<file path="config.mk">
export PLATFORM = sky130hd
export DESIGN_NAME = keypad_emulator
export DESIGN_NICKNAME = d
export VERILOG_FILES = /design/src/rtl/keypad_emulator.sv
export SDC_FILE = /design/constraint.sdc
export NUM_CORES = 1
export LEC_CHECK = 0
export CAP_MARGIN = 20
export CORE_MARGIN = 1.5
export CORE_UTILIZATION = 60
export CTS_BUF_LIST = sky130_fd_sc_hd__clkbuf_4
export CTS_CLUSTER_DIAMETER = 50
export DETAILED_ROUTE_END_ITERATION = 10
export PLACE_DENSITY_LB_ADDON = 0.12
export SETUP_SLACK_MARGIN = 0.5
export SYNTH_ARGS = -nofsm -noshare
export SYNTH_HDL_FRONTEND = slang
export SYNTH_SLANG_ARGS = --single-unit
</file>
<file path="constraint.sdc">
create_clock -name clk_i -period 3.4 [get_ports clk_i]
set_input_delay 0.34 -clock clk_i [delete_from_list [all_inputs] [get_ports clk_i]]
set_output_delay 0.34 -clock clk_i [all_outputs]
set_load 0.02 [all_outputs]
</file>
<file path="src/rtl/keypad_emulator.sv">
// Purpose: passive 4x4 matrix keypad model; pulls the commanded key's column low while its row is driven.
// Latency: rows->columns is combinational; a command takes effect the cycle after it is accepted.
// Backpressure: cmd_ready_o is high only in IDLE; cmd_valid_i while busy is ignored, so the source must hold it.
module keypad_emulator #(
  parameter int unsigned BOUNCE_CYCLES = 200000,
  parameter int unsigned BOUNCE_DIV    = 4096,
  parameter int unsigned GAP_CYCLES    = 500000,
  parameter int unsigned HOLD_W        = 24,
  parameter logic [15:0] LFSR_SEED     = 16'hACE1
) (
  input  logic              clk_i,
  input  logic              rst_ni,
  input  logic [3:0]        rows_i,
  output logic [3:0]        columns_o,
  input  logic              cmd_valid_i,
  output logic              cmd_ready_o,
  input  logic [1:0]        cmd_row_i,
  input  logic [1:0]        cmd_col_i,
  input  logic [HOLD_W-1:0] cmd_hold_i,
  input  logic              cmd_abort_i,
  output logic              busy_o,
  output logic              contact_o,
  output logic              done_o
);

  localparam logic [2:0] S_IDLE  = 3'd0;
  localparam logic [2:0] S_PRESS = 3'd1;
  localparam logic [2:0] S_HOLD  = 3'd2;
  localparam logic [2:0] S_REL   = 3'd3;
  localparam logic [2:0] S_GAP   = 3'd4;

  // One counter serves every state, so it must be wide enough for the hold field and the 32-bit parameters.
  localparam int unsigned CNT_W = (HOLD_W > 32) ? HOLD_W : 32;

  localparam bit             NO_BOUNCE   = (BOUNCE_CYCLES == 0);
  localparam logic [CNT_W-1:0] BOUNCE_LOAD = CNT_W'(BOUNCE_CYCLES - 1);
  localparam logic [CNT_W-1:0] GAP_LOAD    = CNT_W'(GAP_CYCLES - 1);
  localparam logic [31:0]      DIV_LOAD    = 32'(BOUNCE_DIV - 1);

  logic [2:0]        state_q, state_d;
  logic [CNT_W-1:0]  cnt_q, cnt_d;
  logic [31:0]       div_q, div_d;
  logic              contact_q, contact_d;
  logic [1:0]        row_q, row_d;
  logic [1:0]        col_q, col_d;
  logic [HOLD_W-1:0] hold_q, hold_d;
  logic [15:0]       lfsr_q, lfsr_d;

  // A hold of zero still gives one solid-contact cycle.
  function automatic logic [CNT_W-1:0] hold_load(input logic [HOLD_W-1:0] h);
    if (h == '0) return '0;
    return CNT_W'(h) - CNT_W'(1);
  endfunction

  // Fibonacci LFSR, taps 16,14,13,11, free-running in every state.
  always_comb begin
    lfsr_d = {lfsr_q[0] ^ lfsr_q[2] ^ lfsr_q[3] ^ lfsr_q[5], lfsr_q[15:1]};
  end

  // Press sequencer: every state entry reloads the single down-counter; abort jumps straight to GAP.
  always_comb begin
    state_d   = state_q;
    cnt_d     = cnt_q;
    div_d     = div_q;
    contact_d = contact_q;
    row_d     = row_q;
    col_d     = col_q;
    hold_d    = hold_q;
    case (state_q)
      S_IDLE: begin
        contact_d = 1'b0;
        if (cmd_valid_i) begin
          row_d  = cmd_row_i;
          col_d  = cmd_col_i;
          hold_d = cmd_hold_i;
          if (NO_BOUNCE) begin
            state_d   = S_HOLD;
            cnt_d     = hold_load(cmd_hold_i);
            contact_d = 1'b1;
          end else begin
            state_d   = S_PRESS;
            cnt_d     = BOUNCE_LOAD;
            div_d     = DIV_LOAD;
            contact_d = lfsr_q[0];
          end
        end
      end
      S_PRESS, S_REL: begin
        if (cmd_abort_i) begin
          state_d   = S_GAP;
          cnt_d     = GAP_LOAD;
          contact_d = 1'b0;
        end else if (cnt_q == '0) begin
          if (state_q == S_PRESS) begin
            state_d   = S_HOLD;
            cnt_d     = hold_load(hold_q);
            contact_d = 1'b1;
          end else begin
            state_d   = S_GAP;
            cnt_d     = GAP_LOAD;
            contact_d = 1'b0;
          end
        end else begin
          cnt_d = cnt_q - CNT_W'(1);
          // Contact is re-sampled from the LFSR every BOUNCE_DIV cycles within the window.
          if (div_q == '0) begin
            div_d     = DIV_LOAD;
            contact_d = lfsr_q[0];
          end else begin
            div_d = div_q - 32'd1;
          end
        end
      end
      S_HOLD: begin
        if (cmd_abort_i) begin
          state_d   = S_GAP;
          cnt_d     = GAP_LOAD;
          contact_d = 1'b0;
        end else if (cnt_q == '0) begin
          if (NO_BOUNCE) begin
            state_d   = S_GAP;
            cnt_d     = GAP_LOAD;
            contact_d = 1'b0;
          end else begin
            state_d   = S_REL;
            cnt_d     = BOUNCE_LOAD;
            div_d     = DIV_LOAD;
            contact_d = lfsr_q[0];
          end
        end else begin
          cnt_d = cnt_q - CNT_W'(1);
        end
      end
      S_GAP: begin
        contact_d = 1'b0;
        if (cnt_q == '0) state_d = S_IDLE;
        else             cnt_d   = cnt_q - CNT_W'(1);
      end
      default: begin
        state_d   = S_IDLE;
        contact_d = 1'b0;
      end
    endcase
  end

  // State registers; reset drops contact so the column lines release without a clock.
  always_ff @(posedge clk_i or negedge rst_ni) begin
    if (!rst_ni) begin
      state_q   <= S_IDLE;
      cnt_q     <= '0;
      div_q     <= '0;
      contact_q <= 1'b0;
      row_q     <= 2'd0;
      col_q     <= 2'd0;
      hold_q    <= '0;
      lfsr_q    <= LFSR_SEED;
    end else begin
      state_q   <= state_d;
      cnt_q     <= cnt_d;
      div_q     <= div_d;
      contact_q <= contact_d;
      row_q     <= row_d;
      col_q     <= col_d;
      hold_q    <= hold_d;
      lfsr_q    <= lfsr_d;
    end
  end

  // Column sense: only the latched row matters; rows[3-r] drives row r, columns[3-c] is column c.
  always_comb begin
    columns_o = 4'b1111;
    if (contact_q && rows_i[2'd3 - row_q]) columns_o[2'd3 - col_q] = 1'b0;
  end

  assign cmd_ready_o = (state_q == S_IDLE);
  assign busy_o      = (state_q != S_IDLE);
  assign contact_o   = contact_q;
  assign done_o      = (state_q == S_GAP) && (cnt_q == '0);

endmodule
</file>
Yosys cells after proc, flatten, opt, wreduce, memory -nomap -nowiden
Index checks and enable logic that the tools add are counted.
{"block": "totals", "reg_bits": 112, "input_bits": 36, "word_cells": 93}
{"block": "classes", "n_addsub": 5, "magnitude_cmp": 3, "eq_ne": 14, "muxes": 43, "n_bitwise": 4, "n_reduce_logical": 16}
{"operator": "two-way mux 32 bit", "n": 15}
{"operator": "case mux 32 bit (4 select lines)", "n": 1}
{"operator": "case mux 32 bit (3 select lines)", "n": 1}
{"operator": "zero test 32 bit", "n": 2}
{"operator": "subtractor 32 x 1 -> 32 bit (second input constant)", "n": 2}
{"operator": "subtractor 24 x 1 -> 25 bit (second input constant)", "n": 1}
{"operator": "zero test 24 bit", "n": 1}
{"operator": "two-way mux 3 bit", "n": 7}
{"operator": "two-way mux 1 bit", "n": 14}
{"operator": "!= test 2 bit (second input constant)", "n": 7}
{"operator": "case mux 3 bit (4 select lines)", "n": 1}
{"operator": "== test 3 x 2 -> 1 bit (second input constant)", "n": 2}
{"operator": "less-than comparator 2 x 3 -> 1 bit (second input constant)", "n": 2}
{"operator": "!= test 3 bit (second input constant)", "n": 2}
{"operator": "AND reduction 6 bit", "n": 1}
{"operator": "nonzero test 3 bit", "n": 2}
{"operator": "two-way mux 4 bit", "n": 1}
{"operator": "!= test 4 bit (second input constant)", "n": 1}
{"operator": "NOT 4 bit", "n": 1}
{"operator": "AND reduction 2 bit", "n": 2}
{"operator": "AND reduction 4 bit", "n": 1}
{"operator": "nonzero test 4 bit", "n": 1}
{"operator": "subtractor 2 bit (first input constant)", "n": 2}
{"operator": "== test 3 x 1 -> 1 bit (second input constant)", "n": 1}
{"operator": "other kinds (10)", "n": 14}

Longest topological paths before layout
Gate-level depths: netlist of the first run.
{"block": "logic_depth", "ltp_word": 11, "mapped_depth": 10, "mapped_depth_nobuf": 9}

Worst setup path after synthesis of the first run
No wires, ideal clock.
{"block": "synth_path", "path_type": "register to register", "start": "register div_q[22]", "end": "register div_q[30]", "setup_time_ps": 122, "arrival_time_ps": 2394, "slack_ps": 885, "stages_incl_launch_ff": 9, "period_less_slack_ps": 2515, "path_cell_list": "dfrtp_1 or2_2 or4_1 or3_1 buf_2 or3_1 nor3_1 o21ai_0 a32o_1"}
{"block": "synth_between", "elab_chain_len": 5, "elab_cells_between_ends": 6, "classes_between": "add/sub: 1; mux: 4; reduce/logical: 1"}
{"item": "start, declared", "line": "42", "text": "logic [31:0] div_q, div_d;"}
{"item": "start signal, assigned", "line": "160", "text": "div_q <= div_d;"}
{"item": "subtractor 32 x 1 -> 32 bit or zero test 32 bit (tied branches)", "line": "110, 106"}
{"item": "two-way mux 32 bit (*)", "line": "106", "text": "if (div_q == '0) begin"}
{"item": "two-way mux 32 bit (*)", "line": "93", "text": "end else if (cnt_q == '0) begin"}
{"item": "two-way mux 32 bit (*)", "line": "89", "text": "if (cmd_abort_i) begin"}
{"item": "case mux 32 bit (3 select lines) (*)", "line": "69", "text": "case (state_q)"}
Mark *: on every way between the ends. The rest lies on a longest branch, timed or not. The select of a mux whose other input is x is not followed.
A chain may end at the register's enable or synchronous reset.

Worst setup path after layout of the first run
{"block": "layout_path", "start": "register hold_q[0]", "end": "register cnt_q[25]"}
{"block": "layout_between", "elab_chain_len": 11, "elab_cells_between_ends": 12, "classes_between": "add/sub: 1; mux: 10; reduce/logical: 1"}
{"item": "start, declared", "line": "46", "text": "logic [HOLD_W-1:0] hold_q, hold_d;"}
{"item": "start signal, assigned", "line": "164", "text": "hold_q <= hold_d;"}
{"item": "branches (longest 6 deep; another with subtractor 24 x 1 -> 25 bit)"}
{"item": "two-way mux 32 bit (*)", "line": "52", "text": "return CNT_W'(h) - CNT_W'(1);"}
{"item": "two-way mux 32 bit (*)", "line": "94", "text": "if (state_q == S_PRESS) begin"}
{"item": "two-way mux 32 bit (*)", "line": "93"}
{"item": "two-way mux 32 bit (*)", "line": "89"}
{"item": "case mux 32 bit (4 select lines) (*)", "line": "69"}
{"item": "end signal, assigned", "line": "159", "text": "cnt_q <= cnt_d;"}
{"item": "end, declared", "line": "41", "text": "logic [CNT_W-1:0] cnt_q, cnt_d;"}
Every way passes the cells marked *. The select of a mux whose other input is x is not followed.

==> results of run 1 <==
## layer usage
layer  up-vias  wire (um)  GRT usage, %  share of wire (%)
met5         -          0             0                  0
met3        76       1330          7.11                7.3
li1       2709          -             -                  -
met1      2850       7000          39.8                 38
met4         0        890          16.3                4.9
met2       329       8960          56.6                 49
## report_power, final
| group | leakage, nW | switching (mW) | total, mW | internal (mW) |
|---|---|---|---|---|
| registers | 1.36 | 0.417 | 2.01 | 1.59 |
| logic | 1.46 | 1.17 | 1.95 | 0.776 |
| clock network | 0.0776 | 0.514 | 0.693 | 0.179 |
| total | 2.89 | 2.10 | 4.65 | 2.54 |
## logic make-up (layout without fill, tap and decap cells)
group,count (synthesis),count (layout)
xor gates and xnor gates,33,33
adders and majority gates,6,6
AOI/OAI and AO/OA,192,192
and+or+nand+nor,291,291
muxes,26,26
buffers and inverters,47,103
DFF,112,112
## final cells by class
cell class              instances  area (sq um)  share of cell area (%)
repair buffers                 72           647                    8.77
clock inverters                 7          82.6                    1.12
clock buffers                   9          67.6                   0.916
well taps                     136           170                    2.31
flip-flops and latches        112          2810                    38.2
multi-input cells             548          3540                    48.0
inverters                      15          56.3                   0.763
## per-stage QoR
stage / total power, mW / instances / setup WS [ps] / hold WS [ps]
after floorplan: 3.18 / 707 / 885 / 44.4
after global placement: 3.75 / 873 / 282 / 334
after detailed placement: 3.81 / 873 / 254 / 337
after CTS: 4.54 / 890 / 515 / 329
after global routing: 4.93 / 899 / 450 / 357
final: 4.65 / 899 / 565 / 366
## flip-flops by register name, indices dropped and copies added (netlist names)
name       count
div_q         32
col_q          2
cnt_q         32
lfsr_q        16
row_q          2
contact_o      1
hold_q        24
state_q        3
## placed cells by master, fill, tap and decap left out, types with 8 or more instances in the layout
cell type        count
or4_1               11
a21oi_1             52
buf_4               28
clkdlybuf4s50_1     41
nand4_1             10
xor2_1              15
o31ai_1              9
o21ai_0             73
nor2_1              65
mux2_2              25
nand3_1             19
dfrtp_1            103
clkbuf_4             9
inv_1               14
nor4_1              18
nand2_1             58
nor3_1              30
dfstp_2              8
xnor2_1             18
nor3_2               8
or3_1               18
## worst max-delay path, stage by stage, from the launching register on
cell	delay (ps)
dfrtp_1	450
inv_1	140
ha_1	240
or4b_2	690
nor3_4	250
and3_2	300
a21oi_2	120
or4_1	490
nand3_1	100
## worst paths after layout
path | from | end | depth (start not counted) | slack [ps]
worst max-delay path | hold_q[0]$_DFFE_PN0P_ | cnt_q[25]$_DFFE_PN0P_ | 8 | 560
worst min-delay path | cmd_col_i[0] | col_q[0]$_DFFE_PN0P_ | 3 | 370
worst max register to register | hold_q[0]$_DFFE_PN0P_ | cnt_q[25]$_DFFE_PN0P_ | 8 | 560
worst min register to register | lfsr_q[7]$_DFF_PN1_ | lfsr_q[6]$_DFF_PN1_ | 0 | 370
max in group asynchronous | rst_ni | lfsr_q[0]$_DFF_PN1_ | 3 | 2090
min in group asynchronous | rst_ni | hold_q[4]$_DFFE_PN0P_ | 2 | 420
## what timing repair did
item / 4_1_cts / 5_1_grt
hold endpoints to repair: 51 / 0
resized for setup: 13 / 26
buffers inserted: 0 / 8
hold buffers: 1 / 0
pin swaps: 0 / 4
setup endpoints to repair: 10 / 48
==> impl_metrics.env, run 1 <==
export IMPL_initial_core_util_pct=61.8
export IMPL_synthSimpleGateAreaFrac_pct=24.5
export IMPL_slew_headroom_pct=48.4
export IMPL_synth_fa_ha_area_share_pct=1.18
export IMPL_fin_util_pct=71.4
export IMPL_cp_required_ps=3860
export IMPL_ctsHtreeMaxLevel=3
export IMPL_grt_ovfl_total=0
export IMPL_synth_avg_cell_area_sq_um=9.03
export IMPL_grt_total_usage_pct=33.2
export IMPL_clockRootBuffer="clkbuf_4"
export IMPL_grt_pass1_vias=5793
export IMPL_synth_compound_area_share_pct=17.9
export IMPL_viasPerCell=6.63
export IMPL_synth_top_area_cell="dfrtp_1"
export IMPL_die_y_um=106
export IMPL_wl_per_cell_um=20.2
export IMPL_maxCapViolations=0
export IMPL_fin_tns_setup_ps=0
export IMPL_path_max_fanout=13
export IMPL_slew_violations=0
export IMPL_cp_start_kind="flip-flop"
export IMPL_fp_dieW_um=106
export IMPL_worst_slew_pin_slew_ps=773
export IMPL_rsz0062_at_grt="true"
export IMPL_synthesis_nets=749
export IMPL_fin_skew_ps=19.2
export IMPL_drt_first_pass_iters=6
export IMPL_die_area_sq_mm=0.0113
export IMPL_port_buffers=43
export IMPL_fin_area_sq_mm=0.00738
export IMPL_synth_distinct_cells=76
export IMPL_synthesis_instances=707
export IMPL_final_nets=800
export IMPL_yosys_top_cells_area="dfrtp_1, o21ai_0, mux2_2"
export IMPL_drtIter0Drc=527
export IMPL_core_area_sq_mm=0.0103
export IMPL_yosysSeqAreaShare_pct=44.1
export IMPL_synthArstFlopShare_pct=100
export IMPL_status="completed"
export IMPL_synth_top_area_share_pct=40.8
export IMPL_drc=0
export IMPL_grt_max_degree=61
export IMPL_hold_path_class="in -> reg"
export IMPL_period_share_pct=83.4
export IMPL_vdd_ir_drop_max_mv=0.526
export IMPL_dr_total_vias=5964
export IMPL_final_layout_size_suffix_gt1_share_pct=17.0
export IMPL_antenna_found_initial=0
export IMPL_pin_count=44
export IMPL_syn2layout_area_growth_pct=15.5
export IMPL_clock_sinks=112
export IMPL_grt_pass1_wl_mm=29.0
export IMPL_synth_warnings=0
export IMPL_clk_pin_slew_worst_paths_ps=190
export IMPL_clk_latency_ps=530
export IMPL_ant_nets=0
export IMPL_synth_ff_type="dfrtp_1"
export IMPL_antennaDiodeCount=0
export IMPL_post_dp_cell_area_sq_mm=0.00699
export IMPL_nFillCells=778
export IMPL_synth_common_cells="dfrtp_1, o21ai_0, nor2_1"
export IMPL_final_hold_violation_count=0
export IMPL_numCtsBuffers=9
export IMPL_max_clock_freq_mhz=353
export IMPL_dp_hpwl_mm=12.5
export IMPL_post_route_min_period_ps=2840
export IMPL_synth_top_family_by_area="simple AND/OR/NAND/NOR gates"
export IMPL_setup_viol=0
export IMPL_cts_buffer_depth=2
export IMPL_cp_arrival_ps=3300
export IMPL_muxShareOfSynthArea_pct=4.76
export IMPL_synth_edf_count=0
export IMPL_synth_xor_area_share_pct=4.53
export IMPL_gp_congestion=0.966
export IMPL_ys_ff_latch=112
export IMPL_synthesis_area_sq_mm=0.00638
export IMPL_tritoncts="done"
export IMPL_worstSetupPathType="reg -> reg"
export IMPL_leakagePower_nw=2.89
export IMPL_num_rows=37
export IMPL_power_density_mw_per_mm2=630
export IMPL_synth_most_common_cell="dfrtp_1"
export IMPL_endpoint_kind="flip-flop"
export IMPL_wl_mm=18.2
No activity file was read; power rests on OpenSTA's default activity.
==> run 2, diff against run 1 <==
--- a/config.mk
+++ b/config.mk
@@ -7,7 +7,7 @@
 export LEC_CHECK = 0
 export CAP_MARGIN = 20
 export CORE_MARGIN = 1.5
-export CORE_UTILIZATION = 60
+export CORE_UTILIZATION = 55
 export CTS_BUF_LIST = sky130_fd_sc_hd__clkbuf_4
 export CTS_CLUSTER_DIAMETER = 50
 export DETAILED_ROUTE_END_ITERATION = 10
==> constraint.sdc (replaced) <==
create_clock -name clk_i -period 2.4 [get_ports clk_i]
set_input_delay 0.24 -clock clk_i [delete_from_list [all_inputs] [get_ports clk_i]]
set_output_delay 0.24 -clock clk_i [all_outputs]
set_load 0.02 [all_outputs]
==> run 2 against run 1 <==
Compared with the run above:
- the run now ends with setup timing left
- via count up 16%
- flip-flop and latch count unchanged
- global-route usage down 0.44 points
- register-to-register slack worse by 730 ps
- sequential share of layout area down 9.3 points
- hold slack worse by 150 ps
- first-iteration DRC count up 39%
- critical path type unchanged
==> impl_metrics.env, run 2 (synthesized netlist as in run 1, its figures left out) <==
export IMPL_worstSetupPathType="reg -> reg"
export IMPL_drc=0
export IMPL_r2r_cells=7
export IMPL_rsz0062_at_grt="true"
export IMPL_initial_core_util_pct=56.1
export IMPL_antennaDiodeCount=0
export IMPL_fp_dieW_um=111
export IMPL_die_area_sq_mm=0.0123
export IMPL_die_y_um=111
export IMPL_drt_first_pass_iters=6
export IMPL_num_rows=39
export IMPL_final_hold_violation_count=0
export IMPL_mostFrequentLayoutCells="buf_4, dfrtp_1, nor2_1"
export IMPL_gp_congestion=0.966
export IMPL_ctsHtreeMaxLevel=3
export IMPL_finalPower_mw=8.77
export IMPL_hold_slack_ps=211
export IMPL_leakagePower_nw=3.98
export IMPL_cp_arrival_ps=3000
export IMPL_fin_skew_ps=21.7
export IMPL_slew_headroom_pct=61.0
export IMPL_cts_buffer_depth=2
export IMPL_dr_total_vias=6916
export IMPL_crit_chain="nor4_4, nand3_2, buf_6, or4_4, a31o_4, or3_4, o41ai_4"
export IMPL_path_max_fanout=5
export IMPL_grt_pass1_wl_mm=32.3
export IMPL_clockRootBuffer="clkbuf_4"
export IMPL_final_layout_size_suffix_gt1_share_pct=45.8
export IMPL_grt_ovfl_total=0
export IMPL_clock_sinks=112
export IMPL_power_density_mw_per_mm2=899
export IMPL_wl_mm=23.1
export IMPL_grt_total_usage_pct=32.8
export IMPL_final_common_cell="buf_4"
export IMPL_path_delay_family="simple AND/OR/NAND/NOR gates"
export IMPL_worst_slew_pin_slew_ps=579
export IMPL_syn2layout_area_growth_pct=52.9
export IMPL_clk_pin_slew_worst_paths_ps=200
export IMPL_stdcell_count=1068
export IMPL_cp_num_buf_inv=1
export IMPL_reg_largest_list="cnt_q: 32 flops, div_q: 32 flops, hold_q: 24 flops"
export IMPL_status="finished with violations"
export IMPL_slowest_stage="or4_4"
export IMPL_endpoint_kind="flip-flop"
export IMPL_fin_util_pct=85.9
export IMPL_antenna_found_initial=0
export IMPL_clk_latency_ps=530
export IMPL_slew_violations=0
export IMPL_numCtsBuffers=9
export IMPL_grt_pass1_vias=6520
export IMPL_period_share_pct=107
export IMPL_cp_start_kind="flip-flop"
export IMPL_port_buffers=43
export IMPL_max_clock_freq_mhz=390
export IMPL_wl_per_cell_um=21.7
export IMPL_tritoncts="done"
export IMPL_core_area_sq_mm=0.0114
export IMPL_max_stage_delay_ps=480
export IMPL_rr_startpoint="cnt_q[21]$_DFFE_PN0P_"
export IMPL_pin_count=44
export IMPL_grt_max_degree=42
export IMPL_maxCapViolations=0
export IMPL_final_setup_worst_slack_ps=-164
export IMPL_dp_hpwl_mm=13.8
export IMPL_viasPerCell=6.48
export IMPL_hold_path_class="in -> async"
export IMPL_failed_checks="setup timing"
export IMPL_vdd_ir_drop_max_mv=0.716
export IMPL_dp_cells=999
export IMPL_final_nets=962
export IMPL_crit_path_start="cnt_q[21]$_DFFE_PN0P_"
export IMPL_crit_cells=7
export IMPL_ant_nets=0
export IMPL_drtIter0Drc=732
export IMPL_cp_required_ps=2830
export IMPL_setup_viol=58
export IMPL_post_route_min_period_ps=2560
## run 2: power by group
part / leakage, nW / internal (mW) / switching (mW)
clock: 0.0811 / 0.256 / 0.742
sequential: 1.36 / 2.25 / 0.324
combinational: 2.54 / 2.39 / 2.81
## run 2: per-stage QoR
step	TNS, ps	area (sq um)	setup slack [ps]
6_report	-4430	9760	-164
5_1_grt	-8390	9760	-221
4_1_cts	-1630	8900	-108
3_5_place_dp	-3270	8250	-219
3_3_place_gp	-1050	8250	-155
2_1_floorplan	-255	6780	-29.5
## run 2: layer usage
layer	track usage (%)	wire, um	vias up
met2	55.6	11700	364
met3	6.23	1640	117
li1	-	-	3058
met4	16.7	1210	0
met1	39.9	8570	3377
met5	0	0	-
## run 2: final timing paths
path	to	slack [ps]
worst max-delay path	div_q[19]$_DFFE_PN0P_	-160
worst min-delay path	hold_q[14]$_DFFE_PN0P_	210
worst max register to register	div_q[19]$_DFFE_PN0P_	-160
worst min register to register	lfsr_q[5]$_DFF_PN1_	370
max in group asynchronous	lfsr_q[15]$_DFF_PN1_	1460
min in group clk_i	col_q[0]$_DFFE_PN0P_	270
## run 2: cell type report
| cell class | instances | area [sq um] |
|---|---|---|
| multi-input combinational | 550 | 4390 |
| sequential | 112 | 2810 |
| timing repair buffer | 232 | 2170 |
| fill | 551 | 1610 |
| tap | 143 | 179 |
| clock inverter | 7 | 78.8 |
| clock buffer | 9 | 67.6 |
| inverter | 15 | 61.3 |
## run 2: timing repair
item                                    CTS  global route
endpoints found under the hold margin    34             0
cloned                                    0             6
gates resized for setup                 111           135
buffers inserted                         22            24
hold buffers                              1             0
endpoints found under the setup margin   98            96
pin swaps                                30            50
